<file path="src/rtl/top_pkg.sv">
// top_pkg: FSM states, LCD opcodes, init/window byte sequences and colour palette
package top_pkg;

    typedef enum logic [2:0] {
        RST_LOW, RST_WAIT, INIT, INIT_WAIT, WAIT_TE, WINDOW, PIXELS
    } state_t;

    typedef enum logic [1:0] {WR_IDLE, WR_LOW, WR_HIGH} wr_ph_t;

    // One init step: bus byte, its rs level, whether a delay follows, end of sequence
    typedef struct packed {
        logic       rs;
        logic [7:0] b;
        logic       hold;
        logic       last;
    } init_t;

    localparam logic [7:0] OP_SWRESET = 8'h01;
    localparam logic [7:0] OP_SLPOUT  = 8'h11;
    localparam logic [7:0] OP_COLMOD  = 8'h3A;
    localparam logic [7:0] OP_MADCTL  = 8'h36;
    localparam logic [7:0] OP_INVON   = 8'h21;
    localparam logic [7:0] OP_TEON    = 8'h35;
    localparam logic [7:0] OP_DISPON  = 8'h29;
    localparam logic [7:0] OP_CASET   = 8'h2A;
    localparam logic [7:0] OP_RASET   = 8'h2B;
    localparam logic [7:0] OP_RAMWR   = 8'h2C;

    localparam logic [3:0] WIN_LAST = 4'd10;

    // Entry 0 is the rightmost: red, green, blue, white
    localparam logic [3:0][15:0] PALETTE = {16'hFFFF, 16'h001F, 16'h07E0, 16'hF800};

    function automatic init_t init_rom(input logic [3:0] s);
        case (s)
            4'd0:    return '{1'b0, OP_SWRESET, 1'b1, 1'b0};
            4'd1:    return '{1'b0, OP_SLPOUT,  1'b1, 1'b0};
            4'd2:    return '{1'b0, OP_COLMOD,  1'b0, 1'b0};
            4'd3:    return '{1'b1, 8'h55,      1'b0, 1'b0};
            4'd4:    return '{1'b0, OP_MADCTL,  1'b0, 1'b0};
            4'd5:    return '{1'b1, 8'h00,      1'b0, 1'b0};
            4'd6:    return '{1'b0, OP_INVON,   1'b0, 1'b0};
            4'd7:    return '{1'b0, OP_TEON,    1'b0, 1'b0};
            4'd8:    return '{1'b1, 8'h00,      1'b0, 1'b0};
            default: return '{1'b0, OP_DISPON,  1'b0, 1'b1};
        endcase
    endfunction

    // Returns {rs, byte} for window step s given last column h and last row v
    function automatic logic [8:0] win_rom(input logic [3:0] s, input logic [15:0] h, input logic [15:0] v);
        case (s)
            4'd0:       return {1'b0, OP_CASET};
            4'd1, 4'd2: return {1'b1, 8'h00};
            4'd3:       return {1'b1, h[15:8]};
            4'd4:       return {1'b1, h[7:0]};
            4'd5:       return {1'b0, OP_RASET};
            4'd6, 4'd7: return {1'b1, 8'h00};
            4'd8:       return {1'b1, v[15:8]};
            4'd9:       return {1'b1, v[7:0]};
            default:    return {1'b0, OP_RAMWR};
        endcase
    endfunction

endpackage

</file>
<file path="src/rtl/top_lcd_write.sv">
// lcd_write: two-clock 8080 write strobe (wrn low then high, db/rs held across both)
import top_pkg::*;

module lcd_write (
    input  logic       clk8,
    input  logic       rst,
    input  logic       start,
    input  logic       sel,
    input  logic [7:0] data,
    output logic       wrn,
    output logic       rs,
    output logic [7:0] db,
    output logic       busy,
    output logic       done
);

    wr_ph_t ph;

    // A start in the high cycle chains the next write with no idle clock
    always_ff @(posedge clk8 or posedge rst) begin
        if (rst) begin
            ph  <= WR_IDLE;
            wrn <= 1'b1;
            rs  <= 1'b1;
            db  <= 8'h00;
        end else if (start && ph != WR_LOW) begin
            ph  <= WR_LOW;
            wrn <= 1'b0;
            rs  <= sel;
            db  <= data;
        end else if (ph == WR_LOW) begin
            ph  <= WR_HIGH;
            wrn <= 1'b1;
        end else begin
            ph  <= WR_IDLE;
        end
    end

    assign busy = ph != WR_IDLE;
    assign done = ph == WR_HIGH;

endmodule

</file>
<file path="src/rtl/top.sv">
// top: 8080 LCD controller - panel reset, init, full-screen fill in a palette colour
// chosen by keypad_up. Define TE_SYNC_EN to start each frame on an lcd_fmark rising edge.
import top_pkg::*;

module top #(
    parameter int H_RES        = 240,
    parameter int V_RES        = 240,
    parameter int RST_CYCLES   = 256,
    parameter int DELAY_CYCLES = 1024
) (
    input  logic       clk8,
    input  logic       rst,
    input  logic       lcd_fmark,
    input  logic       keypad_up,
    output logic [7:0] lcd_db,
    output logic       lcd_csn,
    output logic       lcd_rs,
    output logic       lcd_wrn,
    output logic       lcd_rdn,
    output logic       lcd_resn,
    output logic       lcd_bl
);

    localparam int CW = $clog2((RST_CYCLES > DELAY_CYCLES ? RST_CYCLES : DELAY_CYCLES) + 1);
    localparam int PW = $clog2(H_RES * V_RES + 1);
    localparam logic [15:0] H_LAST = 16'(H_RES - 1);
    localparam logic [15:0] V_LAST = 16'(V_RES - 1);

    state_t          state, state_nx;
    logic [CW-1:0]   cnt, cnt_nx;
    logic [3:0]      step, step_nx;
    logic [PW-1:0]   pix, pix_nx;
    logic            hl, hl_nx;
    logic [1:0]      idx, idx_nx, pending;
    logic            bl, bl_nx, resn, resn_nx, csn;
    logic            start, sel, busy, done, ready, te_go, press;
    logic [7:0]      data;
    logic [2:0]      kp_s;
    init_t           irom;
    logic [8:0]      wv;
    logic [15:0]     color;

`ifdef TE_SYNC_EN
    logic [2:0] fm_s;
    // Two synchroniser stages plus a delayed copy for rising-edge detection
    always_ff @(posedge clk8 or posedge rst) begin
        if (rst) fm_s <= 3'b000;
        else     fm_s <= {fm_s[1:0], lcd_fmark};
    end
    assign te_go = fm_s[1] & ~fm_s[2];
`else
    logic unused_fmark;
    assign unused_fmark = lcd_fmark;
    assign te_go = 1'b1;
`endif

    // Keypad synchroniser idles high (released); a held button gives one falling edge
    always_ff @(posedge clk8 or posedge rst) begin
        if (rst) kp_s <= 3'b111;
        else     kp_s <= {kp_s[1:0], keypad_up};
    end
    assign press = kp_s[2] & ~kp_s[1];

    // Pending colour advances per press; it reaches idx only at frame start
    always_ff @(posedge clk8 or posedge rst) begin
        if (rst)        pending <= 2'd0;
        else if (press) pending <= pending + 2'd1;
    end

    assign ready = !busy || done;
    assign irom  = init_rom(step);
    assign wv    = win_rom(step, H_LAST, V_LAST);
    assign color = PALETTE[idx];

    // Next-state and write requests; RST_WAIT ends one clock early because the
    // INIT clock that issues SWRESET completes the post-reset delay
    always_comb begin
        state_nx = state;
        cnt_nx   = cnt;
        step_nx  = step;
        pix_nx   = pix;
        hl_nx    = hl;
        idx_nx   = idx;
        bl_nx    = bl;
        resn_nx  = resn;
        start    = 1'b0;
        sel      = 1'b1;
        data     = 8'h00;
        case (state)
            RST_LOW: begin
                if (cnt == CW'(RST_CYCLES - 1)) begin
                    state_nx = RST_WAIT;
                    cnt_nx   = '0;
                    resn_nx  = 1'b1;
                end else begin
                    cnt_nx = cnt + CW'(1);
                end
            end
            RST_WAIT: begin
                if (cnt == CW'(DELAY_CYCLES - 2)) begin
                    state_nx = INIT;
                    cnt_nx   = '0;
                end else begin
                    cnt_nx = cnt + CW'(1);
                end
            end
            INIT: begin
                if (ready) begin
                    start   = 1'b1;
                    sel     = irom.rs;
                    data    = irom.b;
                    step_nx = step + 4'd1;
                    if (irom.last) begin
                        state_nx = WAIT_TE;
                        bl_nx    = 1'b1;
                        step_nx  = 4'd0;
                    end else if (irom.hold) begin
                        state_nx = INIT_WAIT;
                    end
                end
            end
            INIT_WAIT: begin
                if (cnt == CW'(DELAY_CYCLES - 1)) begin
                    state_nx = INIT;
                    cnt_nx   = '0;
                end else begin
                    cnt_nx = cnt + CW'(1);
                end
            end
            WAIT_TE: begin
                if (te_go) begin
                    state_nx = WINDOW;
                    idx_nx   = pending;
                    step_nx  = 4'd0;
                end
            end
            WINDOW: begin
                if (ready) begin
                    start       = 1'b1;
                    {sel, data} = wv;
                    step_nx     = step + 4'd1;
                    if (step == WIN_LAST) begin
                        state_nx = PIXELS;
                        step_nx  = 4'd0;
                        pix_nx   = '0;
                        hl_nx    = 1'b0;
                    end
                end
            end
            PIXELS: begin
                if (ready) begin
                    start = 1'b1;
                    data  = hl ? color[7:0] : color[15:8];
                    hl_nx = ~hl;
                    if (hl) begin
                        if (pix == PW'(H_RES * V_RES - 1)) begin
                            state_nx = WAIT_TE;
                            pix_nx   = '0;
                        end else begin
                            pix_nx = pix + PW'(1);
                        end
                    end
                end
            end
            default: state_nx = RST_LOW;
        endcase
    end

    // State and sequencing registers; chip select drops with the first write
    always_ff @(posedge clk8 or posedge rst) begin
        if (rst) begin
            state <= RST_LOW;
            cnt   <= '0;
            step  <= 4'd0;
            pix   <= '0;
            hl    <= 1'b0;
            idx   <= 2'd0;
            bl    <= 1'b0;
            resn  <= 1'b0;
            csn   <= 1'b1;
        end else begin
            state <= state_nx;
            cnt   <= cnt_nx;
            step  <= step_nx;
            pix   <= pix_nx;
            hl    <= hl_nx;
            idx   <= idx_nx;
            bl    <= bl_nx;
            resn  <= resn_nx;
            if (start) csn <= 1'b0;
        end
    end

    lcd_write u_wr (
        .clk8  (clk8),
        .rst   (rst),
        .start (start),
        .sel   (sel),
        .data  (data),
        .wrn   (lcd_wrn),
        .rs    (lcd_rs),
        .db    (lcd_db),
        .busy  (busy),
        .done  (done)
    );

    assign lcd_csn  = csn;
    assign lcd_rdn  = 1'b1;
    assign lcd_resn = resn;
    assign lcd_bl   = bl;

endmodule

</file>
<file path="config.mk">
export PLATFORM = sky130hd
export DESIGN_NAME = top
export DESIGN_NICKNAME = d
export VERILOG_FILES = /design/src/rtl/top_pkg.sv /design/src/rtl/top_lcd_write.sv /design/src/rtl/top.sv
export SDC_FILE = /design/constraint.sdc
export NUM_CORES = 1
export LEC_CHECK = 0
export ABC_AREA = 1
export CORE_MARGIN = 3
export CORE_UTILIZATION = 55
export CTS_BUF_LIST = sky130_fd_sc_hd__clkbuf_2 sky130_fd_sc_hd__clkbuf_4 sky130_fd_sc_hd__clkbuf_8
export CTS_CLUSTER_DIAMETER = 30
export DETAILED_ROUTE_END_ITERATION = 10
export PLACE_DENSITY = 0.77
export SLEW_MARGIN = 10
export SYNTH_ARGS = -nofsm -noshare
export SYNTH_HDL_FRONTEND = slang
export SYNTH_SLANG_ARGS = --single-unit
export TNS_END_PERCENT = 50
</file>
<file path="constraint.sdc">
create_clock -name clk8 -period 4.8 [get_ports clk8]
set_input_delay 1.2 -clock clk8 [delete_from_list [all_inputs] [get_ports clk8]]
set_output_delay 1.2 -clock clk8 [all_outputs]
set_load 0.05 [all_outputs]
</file>
=== Word-level counts from Yosys, hierarchy flattened ===
Memories as Yosys holds them, arrays and structs flattened.
Cells that the tools add are included.

* $add $sub $neg: 4
* $lt $le $gt $ge: 1
* Eq/ne operators: 24
* Multiplexer cells: 47
* Bitwise gates (word level): 3
* Reductions and logical operators: 16

{| class="wikitable"
|+ Operator list
! kind !! count
|-
| $mux W16 || 6
|-
| $mux W11 || 3
|-
| $mux W3 || 11
|-
| $pmux W11 S3 || 1
|-
| $bmux W16 S2 || 1
|-
| $mux W8 || 4
|-
| $pmux W16 S2 || 1
|-
| $pmux W8 S3 || 1
|-
| $eq A11 B10 Y1 const B || 2
|-
| $pmux W3 S7 || 1
|-
| $ne A2 B2 Y1 const B || 9
|-
| $add A16 B1 Y16 const B || 1
|-
| $eq A16 B16 Y1 const B || 1
|-
| $mux W4 || 4
|-
| $pmux W4 S3 || 1
|-
| $add A11 B1 Y11 const B || 1
|-
| $eq A11 B8 Y1 const B || 1
|-
| $reduce_and A10 Y1 || 1
|-
| $eq A3 B3 Y1 const B || 3
|-
| $mux W1 || 9
|-
| $eq A3 B2 Y1 const B || 2
|-
| $reduce_and A3 Y1 || 2
|-
| $reduce_bool A2 Y1 || 3
|-
| $reduce_bool A3 Y1 || 2
|-
| 21 further kinds || 24
|}

* Register bits after elaboration: 57
* ROM bits: 288
* Bits of input ports: 4
* Output and inout port bits: 14
* Logic and storage cells: 112
* Memories kept: 2

{| class="wikitable"
|+ Memories
! memory !! words !! width !! rd ports !! clocked after memory_dff !! write ports !! line !! RTL
|-
| (name not given) || 16 || 10 || 1 || 0 || 0 || top_pkg.sv:35 || <nowiki>case (s)</nowiki>
|-
| (name not given) || 16 || 8 || 1 || 0 || 0 || top_pkg.sv:51 || <nowiki>case (s)</nowiki>
|}

=== Logic depth before layout (Yosys ltp) ===
* Depth in word-level cells: 7
* Gate-level depth with buffers: 12
* Mapped depth without buffers: 12

=== Modules after synthesis ===
Synthesis repeated with hierarchy kept, for this count alone.

* Cell total of the unflattened synthesis: 491
* Area, all modules: 3524.6 sq um

{| class="wikitable"
|+ By module, submodules not included
! module !! instances !! cells an instance !! area an instance (sq um) !! sequential area each (sq um)
|-
| top || 1 || 440 || 3040.4 || 1131.1
|-
| lcd_write || 1 || 51 || 484.2 || 302.8
|}

=== Worst setup path before layout ===
No wires, ideal clock.

* Kind: register to output
* From: register u_wr.rs
* To: output port lcd_rs
* Data arrival time: 664 ps
* Data required time: 3600 ps
* Path slack: 2936 ps
* Stages on the path, launching flop included: 1
* Path buffers: 0
* Cells stage by stage: dfstp_2

{| class="wikitable"
|+ RTL lines
! item !! line !! RTL
|-
| start, declared || top_lcd_write.sv:11 || <nowiki>output logic rs,</nowiki>
|-
| start signal, assigned || top_lcd_write.sv:29 || <nowiki>rs <= sel;</nowiki>
|-
| end, declared || top.sv:17 || <nowiki>output logic lcd_rs,</nowiki>
|}

No word-level cell between the ends.

=== Worst setup path after layout ===
* From: register csn, in the netlist lcd_csn
* To: output port lcd_csn

{| class="wikitable"
|+ RTL lines
! item !! line !! RTL
|-
| start, declared || top.sv:35 || <nowiki>logic bl, bl_nx, resn, resn_nx, csn;</nowiki>
|-
| start signal, assigned || top.sv:180 || <nowiki>csn <= 1'b1;</nowiki>
|-
| start signal, assigned || top.sv:190 || <nowiki>if (start) csn <= 1'b0;</nowiki>
|-
| end, declared || top.sv:16 || <nowiki>output logic lcd_csn,</nowiki>
|}

No word-level cell between the ends.

==> results.cfg <==
[floorplanning]
die_area_um2 = 7240
die_w_um = 85.1
core-area_um2 = 5990
row_count = 28
start_util = 0.574
num_io_pins = 18
dieHeight_um = 85.1

[worst_setup_path]
path_cells = clkdlybuf4s50_1
path_buf_inv = 1
cp.arrival_ns = 1.68
cp_top_family = buffers and inverters
crit_type = reg2out
start_kind = register
crit_required_ns = 3.60
endpoint_kind = primary output
cp_slowest_stage_delay_ns = 0.80
slowest_stage = clkdlybuf4s50_1
worst-path-max-fanout = 2

[pwr]
p_leak_uw = 0.00184
p_sw_frac = 0.216
power_uw = 991
p_comb_frac = 0.025
clkPwrFrac = 0.474
irDropWorstVdd_v = 0.000212
intPower_uw = 777
p_seq_frac = 0.502
p_sw_uw = 214
powerDensity_nw_per_um2 = 258

[global_routing]
grt_use_met1 = 0.285
grt_use_met2 = 0.364
grt_usage = 0.222
busiest_layer = met2
grt_pass1_wl_mm = 13.0
grt_overflow = 0
use_met3 = 0.0583
grt_pass1_vias = 2981
grt_max_degree = 38
antenna_found_initial = 0

[yosys]
ys_seq_elements = 57
syn_nets = 471
yosysWarnings = 0
syn_avg_cell_area_um2 = 7.53
synth_area_um2 = 3440
ys_types = 35
yosysSeqAreaShare = 0.417
synth_cells = 457

[clock_network]
cts_resized = 0
cts_buffers = 9
path_clk_slew_ns = 0.07
clock_insertion_delay_worst_skew_ns = 0.34
cts_tree = done
cts-root-buf = clkbuf_8
cts_hold_buf = 0
post-cts-setup-buffers = 0
cts_max_path_buffers = 2
htreeDepth = 3
cts_sinks = 57

[route]
drc = 0
vias = 3063
wl_per_cell_um = 13.6
ant_nets = 0
viasPerCell = 5.53
drtPass1Iterations = 4
drt_iter0_drc = 152
routed_wl_mm = 7.51

[final_layout]
fillers = 519
drive_above_1_share = 0.121
area_growth_pct = 11.5
final_nets = 488
antenna_cells = 0

[min_path]
hp-class = reg2reg

[timing]
rsz0062_at_grt = no
tns_ns = 0
skew_ns = 0.00725
hold_viol_final = 0
max-slew-margin-rel = 0.490
min_period_ns = 2.88
min_period_over_period = 0.600
max_freq_mhz = 347
tightest_slew_ns = 0.763
finalSetupViolCount = 0
drv_slew = 0

[flow_run]
max_cap_violations = 0

[place]
hpwlAfterDp_mm = 5.44
gp_congestion = 0.881
io_buffers = 15

[run_status]
status = complete, no violations
## cell usage after synthesis, drive strengths merged
library cell  instances  area, um2
a21boi                1       7.51
a21oi                23        126
a22oi                 1       12.5
a31o                  1       8.76
buf                   7       51.3
clkbuf                3       11.3
conb                  1       3.75
dfrtp                51       1280
dfstp                 6        158
ha                   10        125
inv                  47        176
nand2               126        503
nand3                49        250
nand4                20        125
nor2                 61        282
nor3                  9       55.1
o211ai                2       15.0
o21ai                19       95.1
o21bai                2       15.0
o22a                  2       17.5
o22ai                 4       25.0
or2                   2       12.5
xnor2                 2       17.5
xor2                  8       70.1
## layer usage
layer,routed length [um],vias up
met3,278,12
met1,3430,1441
met5,0,-
met2,3670,67
li1,-,1543
met4,132,0
## power groups by stage
stage                     sequential (uW)  combinational (uW)  clock (uW)
final                                 497                24.3         469
after detailed placement              506                25.4           0
after global placement                506                24.7           0
after floorplan                       505                19.0           0
after global routing                  498                28.6         500
after CTS                             497                25.6         478
## placed cells by master (no fill, tap or decap), types with 7 or more instances in the layout
master           count
nand3_1             48
clkbuf_8            11
nor2_1              50
inv_1               39
nand4_1             20
ha_1                10
inv_2                8
o21ai_0             17
dfrtp_1             51
nor3_1               7
clkdlybuf4s50_1     15
a21oi_1             22
xor2_1               8
nand2_1            118
## worst paths after layout
check,endpoint,slack (ns),start,depth (start not counted)
max,lcd_csn,1.92,lcd_csn$_DFFE_PP1P_,1
max in group asynchronous,u_wr.wrn$_DFFE_PP1P_,2.66,rst,3
min in group asynchronous,cnt[5]$_DFFE_PP0P_,1.31,rst,2
max reg2reg,state[2]$_DFFE_PP0P_,2.76,pix[0]$_DFFE_PP0P_,10
min reg2reg,kp_s[1]$_DFF_PP1_,0.36,kp_s[0]$_DFF_PP1_,0
min,kp_s[1]$_DFF_PP1_,0.36,kp_s[0]$_DFF_PP1_,0
## cell families after synthesis
logic type                 Yosys count  synth area share
other                                1           0.00109
adders and majority gates           10            0.0364
and+or+nand+nor                    267             0.357
buffers and inverters               57            0.0695
AOI/OAI and AO/OA                   55            0.0939
DFF                                 57             0.417
xor gates and xnor gates            10            0.0255
## registers in the layout (all words and copies together), names as in the netlist
register / flops
hl: 1
state: 3
pix: 16
u_wr.rs: 1
u_wr.ph: 2
lcd_csn: 1
u_wr.db: 8
kp_s: 3
step: 4
idx: 2
pending: 2
lcd_bl: 1
u_wr.wrn: 1
cnt: 11
lcd_resn: 1
## through the flow
| stage | instance area, um2 | setup slack (ns) | utilization | cells | hold slack [ns] |
|---|---|---|---|---|---|
| floorplan | 3440 | 2.21 | - | 457 | 0.345 |
| global placement | 3630 | 2.25 | 0.606 | 538 | 0.348 |
| detailed placement | 3630 | 2.24 | 0.606 | 538 | 0.350 |
| CTS | 3830 | 1.90 | 0.640 | 554 | 0.362 |
| global route | 3830 | 1.88 | 0.640 | 554 | 0.363 |
| finish | 3830 | 1.92 | 0.640 | 554 | 0.358 |
## final cells by class
type                       instances  area, um2  area share
timing repair buffer              16        158      0.0411
clock buffer                      13        166      0.0434
sequential                        57       1430       0.374
inverter                          47        176      0.0460
clock inverter                     3       40.0      0.0104
tap                               75       93.8      0.0245
multi-input combinational        343       1770       0.461
Note: power is estimated with default switching activity, not from simulation.
